`src/rtl/ps2_pkg.sv`:
```
// Shared types and helpers for the PS/2 host-to-device transmitter.
`timescale 1ns/1ps
package ps2_pkg;

  // Transmit sequencer states.
  typedef enum logic [2:0] {
    IDLE,
    INHIBIT,
    REQ,
    SHIFT,
    ACK,
    RELEASE,
    DONE
  } tx_state_t;

  // Start + 8 data + parity + stop.
  localparam int PS2_FRAME_BITS = 11;

  // Odd parity bit: makes the total count of ones across data+parity odd.
  function automatic logic odd_parity(input logic [7:0] data);
    return ~^data;
  endfunction

endpackage

```
`src/rtl/ps2_line_filter.sv`:
```
// PS/2 line conditioning: 2-flop synchronisers on clock and data, a
// FILTER_LEN-sample glitch filter on the clock and a falling-edge pulse.
`timescale 1ns/1ps
module ps2_line_filter #(
  parameter int FILTER_LEN = 8
) (
  input  logic clk,
  input  logic reset,
  input  logic ps2_clk_i,
  input  logic ps2_data_i,
  output logic clk_filt,
  output logic data_sync,
  output logic fall
);

  localparam int FW = $clog2(FILTER_LEN + 1);
  localparam logic [FW-1:0] CNT_LAST = FW'(FILTER_LEN - 1);

  logic          clk_meta_q, clk_sync_q;
  logic          data_meta_q, data_sync_q;
  logic          filt_q, filt_d;
  logic [FW-1:0] cnt_q, cnt_d;
  logic          fall_q, fall_d;

  // Filter: accept a new clock level only after FILTER_LEN consecutive samples.
  always_comb begin
    filt_d = filt_q;
    cnt_d  = '0;
    if (clk_sync_q != filt_q) begin
      if (cnt_q == CNT_LAST) begin
        filt_d = clk_sync_q;
      end else begin
        cnt_d = cnt_q + FW'(1);
      end
    end
    fall_d = filt_q & ~filt_d;
  end

  // Synchronisers and filter state; lines idle high, so reset to 1.
  always_ff @(posedge clk or negedge reset) begin
    if (!reset) begin
      clk_meta_q  <= 1'b1;
      clk_sync_q  <= 1'b1;
      data_meta_q <= 1'b1;
      data_sync_q <= 1'b1;
      filt_q      <= 1'b1;
      cnt_q       <= '0;
      fall_q      <= 1'b0;
    end else begin
      // NOTE: non-blocking assignments here so every flop samples the
      // pre-edge value of its neighbour, which is what makes the chain a
      // synchroniser instead of a single wire.
      clk_meta_q  <= ps2_clk_i;
      clk_sync_q  <= clk_meta_q;
      data_meta_q <= ps2_data_i;
      data_sync_q <= data_meta_q;
      filt_q      <= filt_d;
      cnt_q       <= cnt_d;
      fall_q      <= fall_d;
    end
  end

  assign clk_filt  = filt_q;
  assign data_sync = data_sync_q;
  assign fall      = fall_q;

endmodule

```
`src/rtl/ps2_host_tx.sv`:
```
// PS/2 host-to-device transmitter: inhibit, request-to-send, bit shift
// on device clock falls, ACK check, line release and result reporting.
`timescale 1ns/1ps
module ps2_host_tx
  import ps2_pkg::*;
#(
  parameter int INHIBIT_CYCLES = 10000,
  parameter int TIMEOUT_CYCLES = 2000000,
  parameter int FILTER_LEN     = 8
) (
  input  logic       clk,
  input  logic       reset,
  input  logic [7:0] tx_data,
  input  logic       tx_valid,
  output logic       tx_ready,
  output logic       done,
  output logic       ack_err,
  output logic       timeout_err,
  output logic       rx_inhibit,
  input  logic       ps2_clk_i,
  input  logic       ps2_data_i,
  output logic       ps2_clk_oe,
  output logic       ps2_data_oe
);

  localparam int MAX_CYCLES = (INHIBIT_CYCLES > TIMEOUT_CYCLES) ? INHIBIT_CYCLES : TIMEOUT_CYCLES;
  localparam int CNT_W      = $clog2(MAX_CYCLES + 1);
  localparam int SHIFT_W    = PS2_FRAME_BITS - 1;
  localparam logic [CNT_W-1:0] INHIBIT_LAST = CNT_W'(INHIBIT_CYCLES - 1);
  localparam logic [CNT_W-1:0] TIMEOUT_LAST = CNT_W'(TIMEOUT_CYCLES - 1);
  localparam logic [3:0]       LAST_BIT     = 4'(SHIFT_W - 1);

  logic clk_filt, data_sync, fall;

  ps2_line_filter #(.FILTER_LEN(FILTER_LEN)) u_filter (
    .clk        (clk),
    .reset      (reset),
    .ps2_clk_i  (ps2_clk_i),
    .ps2_data_i (ps2_data_i),
    .clk_filt   (clk_filt),
    .data_sync  (data_sync),
    .fall       (fall)
  );

  tx_state_t          state_q, state_d;
  logic [CNT_W-1:0]   cnt_q, cnt_d;
  logic [3:0]         bit_cnt_q, bit_cnt_d;
  logic [SHIFT_W-1:0] shift_q, shift_d;
  logic               clk_oe_q, clk_oe_d;
  logic               data_oe_q, data_oe_d;
  logic               ack_bad_q, ack_bad_d;
  logic               done_q, done_d;
  logic               ack_err_q, ack_err_d;
  logic               timeout_err_q, timeout_err_d;

  logic in_frame, timeout;
  assign in_frame = (state_q == REQ) || (state_q == SHIFT) ||
                    (state_q == ACK) || (state_q == RELEASE);
  assign timeout  = in_frame && (cnt_q == TIMEOUT_LAST);

  // Next-state, counters and registered line/result outputs.
  always_comb begin
    // NOTE: every signal written here gets a default first so that no path
    // leaves it unassigned and no latch is inferred.
    state_d       = state_q;
    cnt_d         = cnt_q;
    bit_cnt_d     = bit_cnt_q;
    shift_d       = shift_q;
    clk_oe_d      = 1'b0;
    data_oe_d     = data_oe_q;
    ack_bad_d     = ack_bad_q;
    done_d        = 1'b0;
    ack_err_d     = 1'b0;
    timeout_err_d = 1'b0;

    if (in_frame) cnt_d = cnt_q + CNT_W'(1);

    case (state_q)
      IDLE: begin
        data_oe_d = 1'b0;
        ack_bad_d = 1'b0;
        if (tx_valid) begin
          state_d  = INHIBIT;
          clk_oe_d = 1'b1;
          cnt_d    = '0;
          shift_d  = {1'b1, odd_parity(tx_data), tx_data};
        end
      end
      INHIBIT: begin
        if (cnt_q == INHIBIT_LAST) begin
          state_d   = REQ;
          cnt_d     = '0;
          data_oe_d = 1'b1;                 // start bit, clock released
        end else begin
          cnt_d    = cnt_q + CNT_W'(1);
          clk_oe_d = 1'b1;
        end
      end
      REQ: begin
        bit_cnt_d = '0;
        state_d   = SHIFT;
      end
      SHIFT: begin
        if (fall) begin
          data_oe_d = ~shift_q[bit_cnt_q];
          bit_cnt_d = bit_cnt_q + 4'd1;
          if (bit_cnt_q == LAST_BIT) state_d = ACK;
        end
      end
      ACK: begin
        if (fall) begin
          ack_bad_d = data_sync;            // device must hold data low
          state_d   = RELEASE;
        end
      end
      RELEASE: begin
        if (clk_filt && data_sync) begin
          state_d   = DONE;
          done_d    = 1'b1;
          ack_err_d = ack_bad_q;
        end
      end
      DONE: begin
        state_d   = IDLE;
        data_oe_d = 1'b0;
      end
      default: state_d = IDLE;
    endcase

    // Timeout wins over anything else happening in the same cycle.
    if (timeout) begin
      state_d       = DONE;
      clk_oe_d      = 1'b0;
      data_oe_d     = 1'b0;
      done_d        = 1'b1;
      ack_err_d     = 1'b0;
      timeout_err_d = 1'b1;
    end
  end

  // State and datapath registers; reset releases both lines at once.
  always_ff @(posedge clk or negedge reset) begin
    if (!reset) begin
      state_q       <= IDLE;
      cnt_q         <= '0;
      bit_cnt_q     <= '0;
      shift_q       <= '0;
      clk_oe_q      <= 1'b0;
      data_oe_q     <= 1'b0;
      ack_bad_q     <= 1'b0;
      done_q        <= 1'b0;
      ack_err_q     <= 1'b0;
      timeout_err_q <= 1'b0;
    end else begin
      state_q       <= state_d;
      cnt_q         <= cnt_d;
      bit_cnt_q     <= bit_cnt_d;
      shift_q       <= shift_d;
      clk_oe_q      <= clk_oe_d;
      data_oe_q     <= data_oe_d;
      ack_bad_q     <= ack_bad_d;
      done_q        <= done_d;
      ack_err_q     <= ack_err_d;
      timeout_err_q <= timeout_err_d;
    end
  end

  assign tx_ready    = (state_q == IDLE);
  assign rx_inhibit  = (state_q != IDLE);
  assign done        = done_q;
  assign ack_err     = ack_err_q;
  assign timeout_err = timeout_err_q;
  assign ps2_clk_oe  = clk_oe_q;
  assign ps2_data_oe = data_oe_q;

endmodule

```
`config.mk`:
```
export PLATFORM = sky130hd
export DESIGN_NAME = ps2_host_tx
export DESIGN_NICKNAME = d
export VERILOG_FILES = /design/src/rtl/ps2_pkg.sv /design/src/rtl/ps2_line_filter.sv /design/src/rtl/ps2_host_tx.sv
export SDC_FILE = /design/constraint.sdc
export NUM_CORES = 1
export LEC_CHECK = 0
export ABC_CLOCK_PERIOD_IN_PS = 5100
export BUFFER_PORTS_ARGS = -buffer_cell sky130_fd_sc_hd__buf_2
export CORE_MARGIN = 3
export CORE_UTILIZATION = 40
export CTS_CLUSTER_SIZE = 20
export DETAILED_ROUTE_END_ITERATION = 8
export GPL_TIMING_DRIVEN = 0
export RECOVER_POWER = 25
export SLEW_MARGIN = 20
export SYNTH_ARGS = -nofsm -noshare
export SYNTH_HDL_FRONTEND = slang
export SYNTH_HIERARCHICAL = 1
export SYNTH_SLANG_ARGS = --single-unit
```
`constraint.sdc`:
```
create_clock -name clk -period 5.1 [get_ports clk]
set_clock_uncertainty 0.15 [all_clocks]
set_input_delay 0.51 -clock clk [delete_from_list [all_inputs] [get_ports clk]]
set_output_delay 0.51 -clock clk [all_outputs]
set_load 0.02 [all_outputs]
```
== Word-level counts from Yosys, hierarchy flattened ==
Index checks and enable logic that the tools add are counted.
Cells by class
  $add $sub $neg: 3
  multiply operators: 0
  divide/modulo/power cells: 0
  $lt $le $gt $ge: 1
  equality and inequality tests: 19
  shift operators: 0
  muxes and demuxes: 37
  bitwise logic cells: 3
  reductions and logical operators: 17
Operators by type and width (number)
  21-bit 2-to-1 mux: 3
  21-bit one-hot mux with 2 select lines: 1
  21-bit by 1-bit adder with 21-bit output, second input constant: 1
  21-bit by 14-bit equality test with 1-bit output, second input constant: 1
  21-bit equality test, second input constant: 1
  3-bit 2-to-1 mux: 7
  3-bit one-hot mux with 6 select lines: 1
  1-bit 2-to-1 mux: 17
  3-bit by 2-bit != test with 1-bit output, second input constant: 5
  4-bit 2-to-1 mux: 3
  3-bit equality test, second input constant: 3
  4-bit by 1-bit adder with 4-bit output, second input constant: 2
  4-bit one-hot mux with 2 select lines: 1
  8-bit XNOR reduction: 1
  3-bit by 2-bit equality test with 1-bit output, second input constant: 2
  2-bit AND reduction: 3
  6-bit AND reduction: 1
  4-bit by 5-bit < comparator with 1-bit output, second input constant: 1
  1-bit binary-select mux with 4-bit select: 1
  4-bit by 3-bit equality test with 1-bit output, second input constant: 1
  4-bit equality test, second input constant: 1
  2-bit by 1-bit != test with 1-bit output, second input constant: 2
  1-bit one-hot mux with 2 select lines: 2
  2-bit nonzero test: 2
  13 further kinds: 17
Word-level totals
  flip-flop bits (word level): 54
  latch bits: 0
  RAM bits: 0
  bits in read-only memories: 0
  input port bits: 13
  output and inout port bits: 7
  word-level logic and storage cells: 97
  memories: 0

== Logic depth before layout (Yosys ltp) ==
Gate-level depths: netlist of run 1.
  word-level depth: 7
  depth in mapped cells: 9
  gate-level depth less buffers: 7

== By module ==
Netlist of run 1, hierarchy kept.
By module, submodules not included
  ps2_host_tx: times used 1, cells each 279, area an instance 2597.5 µm², seq. area each 1101.1 µm²
  ps2_line_filter: times used 1, cells each 23, area an instance 364.1 µm², seq. area each 256.5 µm²

== Worst setup path before layout of run 1 ==
No wires, ideal clock.
  path type: reg-to-reg
  start point: reg state_q[2]
  end point: reg shift_q[2]
  library setup time: 125 ps
  arrival: 1748 ps
  data required time: 4825 ps
  path slack: 3077 ps
  cell stages (with the launch flop): 7
  buffers on the path: 1
  clock period less this slack: 2023 ps
  cell sequence: dfrtp_1 -> clkinv_1 -> nand2_1 -> inv_1 -> nand2_1 -> clkbuf_1 -> mux2_2
Between the ends
  cells in the longest elaborated chain, start to end: 2
Ends and longest elaborated chain
  start, declared: RTL line ps2_host_tx.sv:45  | tx_state_t state_q, state_d;
  start signal, assigned: RTL line ps2_host_tx.sv:155  | state_q <= state_d;
  3-bit zero test
  net tx_ready: RTL line ps2_host_tx.sv:15  | output logic tx_ready,
  2-bit AND reduction (no line)
  end signal, assigned: RTL line ps2_host_tx.sv:158  | shift_q <= shift_d;
  end, declared: RTL line ps2_host_tx.sv:48  | logic [SHIFT_W-1:0] shift_q, shift_d;
The timed path passes the listed nets, and every way through them passes these cells.
A chain may end at the register's enable or synchronous reset.

==> impl_metrics.yaml, run 1 <==
run_status:
  status: "finished with violations"
  violations: "capacitance limit, slew limit"
detailed_routing:
  drt-total-wl_um: 6600
  drtIter0Drc: 215
  drt_pass1_iterations: 5
  vias: 2421
  drtAntennaViolNets: 0
  drc: 0
  wl_per_cell_um: 15.5
  vias_per_cell: 5.70
global_route:
  grt_pass1_wl_um: 11000
  antenna_found_initial: 0
  grt.total_usage: 0.159
  grt_max_degree: 55
  overflow: 0
  grt_pass1_vias: 2246
setup_path:
  cp_cell_sequence: "clkbuf_1"
  critPathCaptureType: "async pin"
  rr_endpoint: "cnt_q[7]$_DFF_PN0_"
  r2r_setup_slack_ns: 2.64
  criticalPathCategory: "primary input to async pin"
  cp.required_ns: 4.78
  cp_data_arrival_time_ns: 2.49
  ff2ff_path_depth: 7
  critPathMaxFanout: 54
  rr_startpoint: "cnt_q[0]$_DFF_PN0_"
  critPathMaxStageDelay_ns: 1.95
  cp-startpoint: "reset"
  start_kind: "primary input"
  worst-path-stages: 1
  crit_buf_inv: 1
  timing.critical_path.to: "cnt_q[20]$_DFF_PN0_"
  slowest_stage: "clkbuf_1"
  critPathTopFamily: "buffers and inverters"
floorplanning:
  fp.dieW_um: 92.0
  die_h_um: 92.0
  rows: 30
  io_pins: 20
  start_util: 0.424
  core_area_um2: 6980
  dieArea_um2: 8470
pwr:
  pwr-share-seq: 0.392
  leakage_nw: 1.41
  netSwitchingFraction: 0.422
  switchingPower_mw: 0.643
  p_int_mw: 0.882
  clkPwrFrac: 0.167
  p_comb_frac: 0.441
  power_density_nw_per_um2: 466
  irDropWorstVdd_v: 0.000209
  power_mw: 1.52
cts:
  hold_buffers: 0
  clkTransAtPathRegs_ns: 0.10
  cts_resized: 0
  cts_tree: "done"
  clock-sinks: 54
  postCtsSetupBuffers: 0
  cts_buffers: 5
  cts_buffer_depth: 2
  worstSkewPairLatency_ns: 0.31
  h-tree-depth: 2
  cts_root_buf: "clkbuf_8"
placement:
  pre_cts_ws_ns: 2.69
  port-buffer-count: 19
  dp_hpwl_um: 4730
  gp_congestion: 0.894
  placed_area_um2: 3180
synthesis:
  synth_area_leader_cell: "dfrtp_1"
  synth.cell_area_um2: 2960
  avgSynthCellArea_um2: 9.81
  synth_top_area_share: 0.414
  synth_nets: 322
  yosysSeqAreaShare: 0.458
  synthCells: 302
  synth_edf_count: 0
  synth_common_cells: "dfrtp_1 (49), nand2_1 (26), a21oi_1 (18), o21ai_0 (18), nor2_1 (16)"
  synth_seq_cells: 54
  synth_warnings: 6
  synthFlopType: "dfrtp_1"
  synth_most_common_cell: "dfrtp_1"
  ys_top_cells_by_area: "dfrtp_1 (41%), dfstp_2 (4.4%), mux2_2 (3.4%)"
  synth_cell_types: 58
  synthArstFlopShare: 1.00
timing:
  fin_crit_sh: 0.552
  slew_headroom: -0.867
  finalSetupTns_ns: 0
  worstMarginPinSlew_ns: 2.80
  hold_viol: 0
  fmax_mhz: 356
  slew_violations: 55
  setup_slack_ns: 2.29
  rsz0062_at_grt: "no"
  setup_viol: 0
  min_period_ns: 2.81
job:
  drv_cap: 1
final_layout:
  drive_gt1_frac: 0.164
  finish.instance_area_um2: 3270
  nFillCells: 695
  diodes: 0
  syn2layout_area_growth_pct: 10.4
  nets: 348
min_path:
  hp-class: "primary input to flip-flop"
-- cells in the final DEF, fill, tap and decap left out, types with 3 or more instances in the layout --
| cell | instances |
|---|---|
| a21o_1 | 4 |
| a21oi_1 | 18 |
| a311oi_1 | 4 |
| and2_1 | 4 |
| and3_1 | 5 |
| buf_2 | 23 |
| clkbuf_1 | 7 |
| clkbuf_8 | 5 |
| dfrtp_1 | 49 |
| dfstp_2 | 5 |
| ha_1 | 7 |
| inv_1 | 11 |
| mux2_2 | 9 |
| nand2_1 | 26 |
| nand3_1 | 13 |
| nand4_1 | 13 |
| nor2_1 | 16 |
| nor2b_1 | 4 |
| nor3_1 | 8 |
| nor3b_1 | 3 |
| nor4_1 | 5 |
| o211ai_1 | 4 |
| o21ai_0 | 18 |
| o22ai_1 | 4 |
| or3_1 | 8 |
| xnor2_1 | 8 |
| xor2_1 | 3 |
-- through the flow --
| step | cells | hold WS (ns) | utilization |
|---|---|---|---|
| detailed placement | 417 | 0.199 | 0.455 |
| floorplan | 302 | 0.0644 | - |
| finish | 425 | 0.139 | 0.468 |
| global route | 425 | 0.110 | 0.468 |
| global placement | 417 | 0.196 | 0.455 |
| CTS | 425 | 0.100 | 0.469 |
-- power by group through the flow --
stage | clock network (mW) | logic (mW) | registers (mW)
6_report | 0.255 | 0.672 | 0.598
5_1_grt | 0.286 | 0.745 | 0.609
4_1_cts | 0.267 | 0.669 | 0.596
3_5_place_dp | 0 | 0.667 | 0.604
3_3_place_gp | 0 | 0.664 | 0.600
2_1_floorplan | 0 | 0.497 | 0.591
-- worst min path at each step --
stage | startpoint | to | slack (ns) | depth (start not counted)
after floorplan | reset | ack_bad_q$_DFFE_PN0P_ | 0.06 | 0
after global placement | u_filter/data_meta_q$_DFF_PN1_ | u_filter/data_sync$_DFF_PN1_ | 0.20 | 0
after detailed placement | u_filter/clk_meta_q$_DFF_PN1_ | u_filter/clk_sync_q$_DFF_PN1_ | 0.20 | 0
after CTS | reset | shift_q[0]$_DFFE_PN0P_ | 0.10 | 1
after global routing | ps2_clk_i | u_filter/clk_meta_q$_DFF_PN1_ | 0.11 | 1
final | ps2_clk_i | u_filter/clk_meta_q$_DFF_PN1_ | 0.14 | 1
-- cells by family (layout without fill, tap and decap cells) --
kind of cell / count (synthesis) / in the layout / share of synthesized area
simple gates: 117 / 117 / 0.215
mux: 14 / 14 / 0.0613
buf+inv: 25 / 52 / 0.0363
xor+xnor: 11 / 11 / 0.0325
flops: 54 / 54 / 0.458
fa+ha+maj: 7 / 7 / 0.0296
compound gates: 74 / 74 / 0.167
-- per-layer routing --
layer | part of all wire | up-vias | global-route usage
met2 | 0.44 | 50 | 0.234
met3 | 0.037 | 6 | 0.0295
met4 | 0.0077 | 0 | 0.0371
met5 | 0 | - | 0
li1 | - | 1172 | -
met1 | 0.52 | 1193 | 0.240
-- layout make-up --
class,count,area [µm²],share of cell area
sequential,54,1360,0.415
multi-input combinational,223,1500,0.458
buffer,13,62.6,0.0191
clock buffer,5,68.8,0.0210
timing repair buffer,19,93.8,0.0287
clock inverter,3,26.3,0.00803
inverter,12,45.0,0.0138
tap,96,120,0.0367
-- flip-flops by register name (all words and copies together) (netlist names) --
signal,flops
u_filter/data_meta_q,1
bit_cnt_q,4
u_filter/fall,1
u_filter/data_sync,1
u_filter/clk_sync_q,1
ack_err,1
done,1
ack_bad_q,1
shift_q,10
u_filter/cnt_q,4
timeout_err,1
ps2_data_oe,1
ps2_clk_oe,1
cnt_q,21
state_q,3
u_filter/clk_meta_q,1
u_filter/clk_filt,1
(Power assumes the default switching activity.)
==> inputs of run 2 (changes only) <==
Settings changed: ABC_CLOCK_PERIOD_IN_PS 5100 to 2320.
Clock period 5.1 ns to 2.32 ns, I/O delays scaled along.
==> impl_metrics.yaml, run 2 (same netlist as run 1, synthesis figures left out) <==
final_layout:
  finish.instance_area_um2: 3380
  final_core_util: 0.484
  final_cell_mix: "dfrtp_1 (48), nand2_1 (26), buf_2 (21)"
  nets: 354
  diodes: 0
  top_regs: "cnt_q (21), shift_q (10)"
  final_cell_count_no_fill: 431
  drive_gt1_frac: 0.200
  syn2layout_area_growth_pct: 14.1
  largest_reg_flops: 21
  final_common_cell: "dfrtp_1"
  top_register: "cnt_q"
pwr:
  p_int_mw: 2.00
  irDropWorstVdd_v: 0.000463
  leakage_nw: 1.44
  p_comb_frac: 0.456
  power_density_nw_per_um2: 1030
  clkPwrFrac: 0.163
  pwr-share-seq: 0.381
  switchingPower_mw: 1.47
  power_mw: 3.47
  netSwitchingFraction: 0.423
min_path:
  min-delay-start: "tx_data[3]"
  hold_end: "shift_q[3]$_DFFE_PN0P_"
  hp-class: "primary input to flip-flop"
  hold_depth: 2
timing:
  slew_violations: 0
  setup_slack_ns: 0.130
  rsz0062_at_grt: "no"
  fin_crit_sh: 0.944
  setup_viol: 0
  fmax_mhz: 457
  hold_viol: 0
  min_period_ns: 2.19
  worstMarginPinSlew_ns: 1.28
  slew_headroom: 0.147
global_route:
  grt.total_usage: 0.160
  overflow: 0
  grt_pass1_wl_um: 11100
  grt_pass1_vias: 2293
  grt_max_degree: 55
  antenna_found_initial: 0
floorplanning:
  dieArea_um2: 8470
  die_h_um: 92.0
  core_area_um2: 6980
  start_util: 0.424
  io_pins: 20
  fp.dieW_um: 92.0
  rows: 30
cts:
  clkTransAtPathRegs_ns: 0.10
  worstSkewPairLatency_ns: 0.31
  cts_buffer_depth: 2
  cts_tree: "done"
  cts_root_buf: "clkbuf_8"
  cts_buffers: 5
  h-tree-depth: 2
  clock-sinks: 54
setup_path:
  critPathMaxFanout: 10
  start_kind: "flip-flop"
  rr_endpoint: "cnt_q[12]$_DFF_PN0_"
  cp_cell_sequence: "ha_1 > and3_1 > nand3_1 > o31a_1 > buf_6 > o2111a_1 > o22a_1"
  r2r_setup_slack_ns: 0.13
  ff2ff_path_depth: 7
  criticalPathCategory: "flip-flop to flip-flop"
  cp_data_arrival_time_ns: 2.24
  critPathCaptureType: "flip-flop"
  cp.required_ns: 2.37
  slowest_stage: "dfrtp_1"
  rr_startpoint: "cnt_q[0]$_DFF_PN0_"
  critPathMaxStageDelay_ns: 0.42
detailed_routing:
  drt_pass1_iterations: 5
  drc: 0
  drtAntennaViolNets: 0
  drt-total-wl_um: 6710
  wl_per_cell_um: 15.6
  vias: 2459
  vias_per_cell: 5.71
  drtIter0Drc: 165
placement:
  gp_congestion: 0.894
  port-buffer-count: 19
  dp.cells: 417
  pre_cts_ws_ns: -0.0920
  placed_area_um2: 3180
  dp_hpwl_um: 4730
job:
  drv_cap: 0
run_status:
  status: "finished clean"
## run 2: cell count changes in the layout (fill, tap and decap cells not counted), sizes merged
| cell | change |
|---|---|
| dlygate4sd3 | +3 |
| clkinv | -1 |
| clkinvlp | +1 |
| buf | +1 |
| clkbuf | +2 |
## run 2: worst max-delay path: cells and delay by family (launching register included)
family / cells / cell delay [ns]
compound gates: 3 / 0.76
fa+ha+maj: 1 / 0.27
buf+inv: 1 / 0.15
flops: 1 / 0.42
simple gates: 2 / 0.35
## run 2: metal layers
metal  track usage  part of all wire  up-vias
met1         0.241              0.52     1218
met4        0.0384            0.0067        0
met3        0.0295             0.032        4
met2         0.238              0.44       50
met5             0                 0        -
li1              -                 -     1187
## run 2: area by class of cell
class                           instances  area, µm²
Fill cell                             671       3600
Multi-Input combinational cell        223       1540
Sequential cell                        54       1360
Timing Repair Buffer                   25        148
Tap cell                               96        120
Clock buffer                            5       68.8
Buffer                                 13       68.8
Inverter                               12       48.8
Clock inverter                          3       26.3
## run 2: metrics by stage
stage                     hold slack, ns  setup TNS, ns
after floorplan                   -0.214              0
after global placement             0.188        -0.0736
after detailed placement           0.171         -0.124
after CTS                         0.0219              0
after global routing              0.0148              0
final                             0.0316              0
## run 2: worst max-delay path by stage
| stage | start | endpoint | slack, ns | cells after the start |
|---|---|---|---|---|
| after floorplan | state_q[2]$_DFFE_PN0P_ | shift_q[2]$_DFFE_PN0P_ | 0.30 | 6 |
| after global placement | cnt_q[0]$_DFF_PN0_ | cnt_q[7]$_DFF_PN0_ | -0.07 | 7 |
| after detailed placement | cnt_q[0]$_DFF_PN0_ | cnt_q[7]$_DFF_PN0_ | -0.09 | 7 |
| after CTS | cnt_q[0]$_DFF_PN0_ | cnt_q[7]$_DFF_PN0_ | 0.01 | 7 |
| after global routing | cnt_q[0]$_DFF_PN0_ | cnt_q[20]$_DFF_PN0_ | 0.02 | 6 |
| final | cnt_q[0]$_DFF_PN0_ | cnt_q[12]$_DFF_PN0_ | 0.13 | 7 |
## run 2: repair_timing
action,in CTS,in global routing
resized for setup,1,15
setup buffers,1,2
endpoints found under the setup margin,1,23
pin swaps,0,2
hold buffers,3,0
hold endpoints to repair,51,0
## run 2: power groups by stage
stage               Clock (mW)  Combinational (mW)  Sequential (mW)
floorplan                    0                1.09             1.30
global placement             0                1.46             1.32
finish                   0.566                1.58             1.32
global route             0.627                1.73             1.35
CTS                      0.588                1.48             1.31
detailed placement           0                1.47             1.33
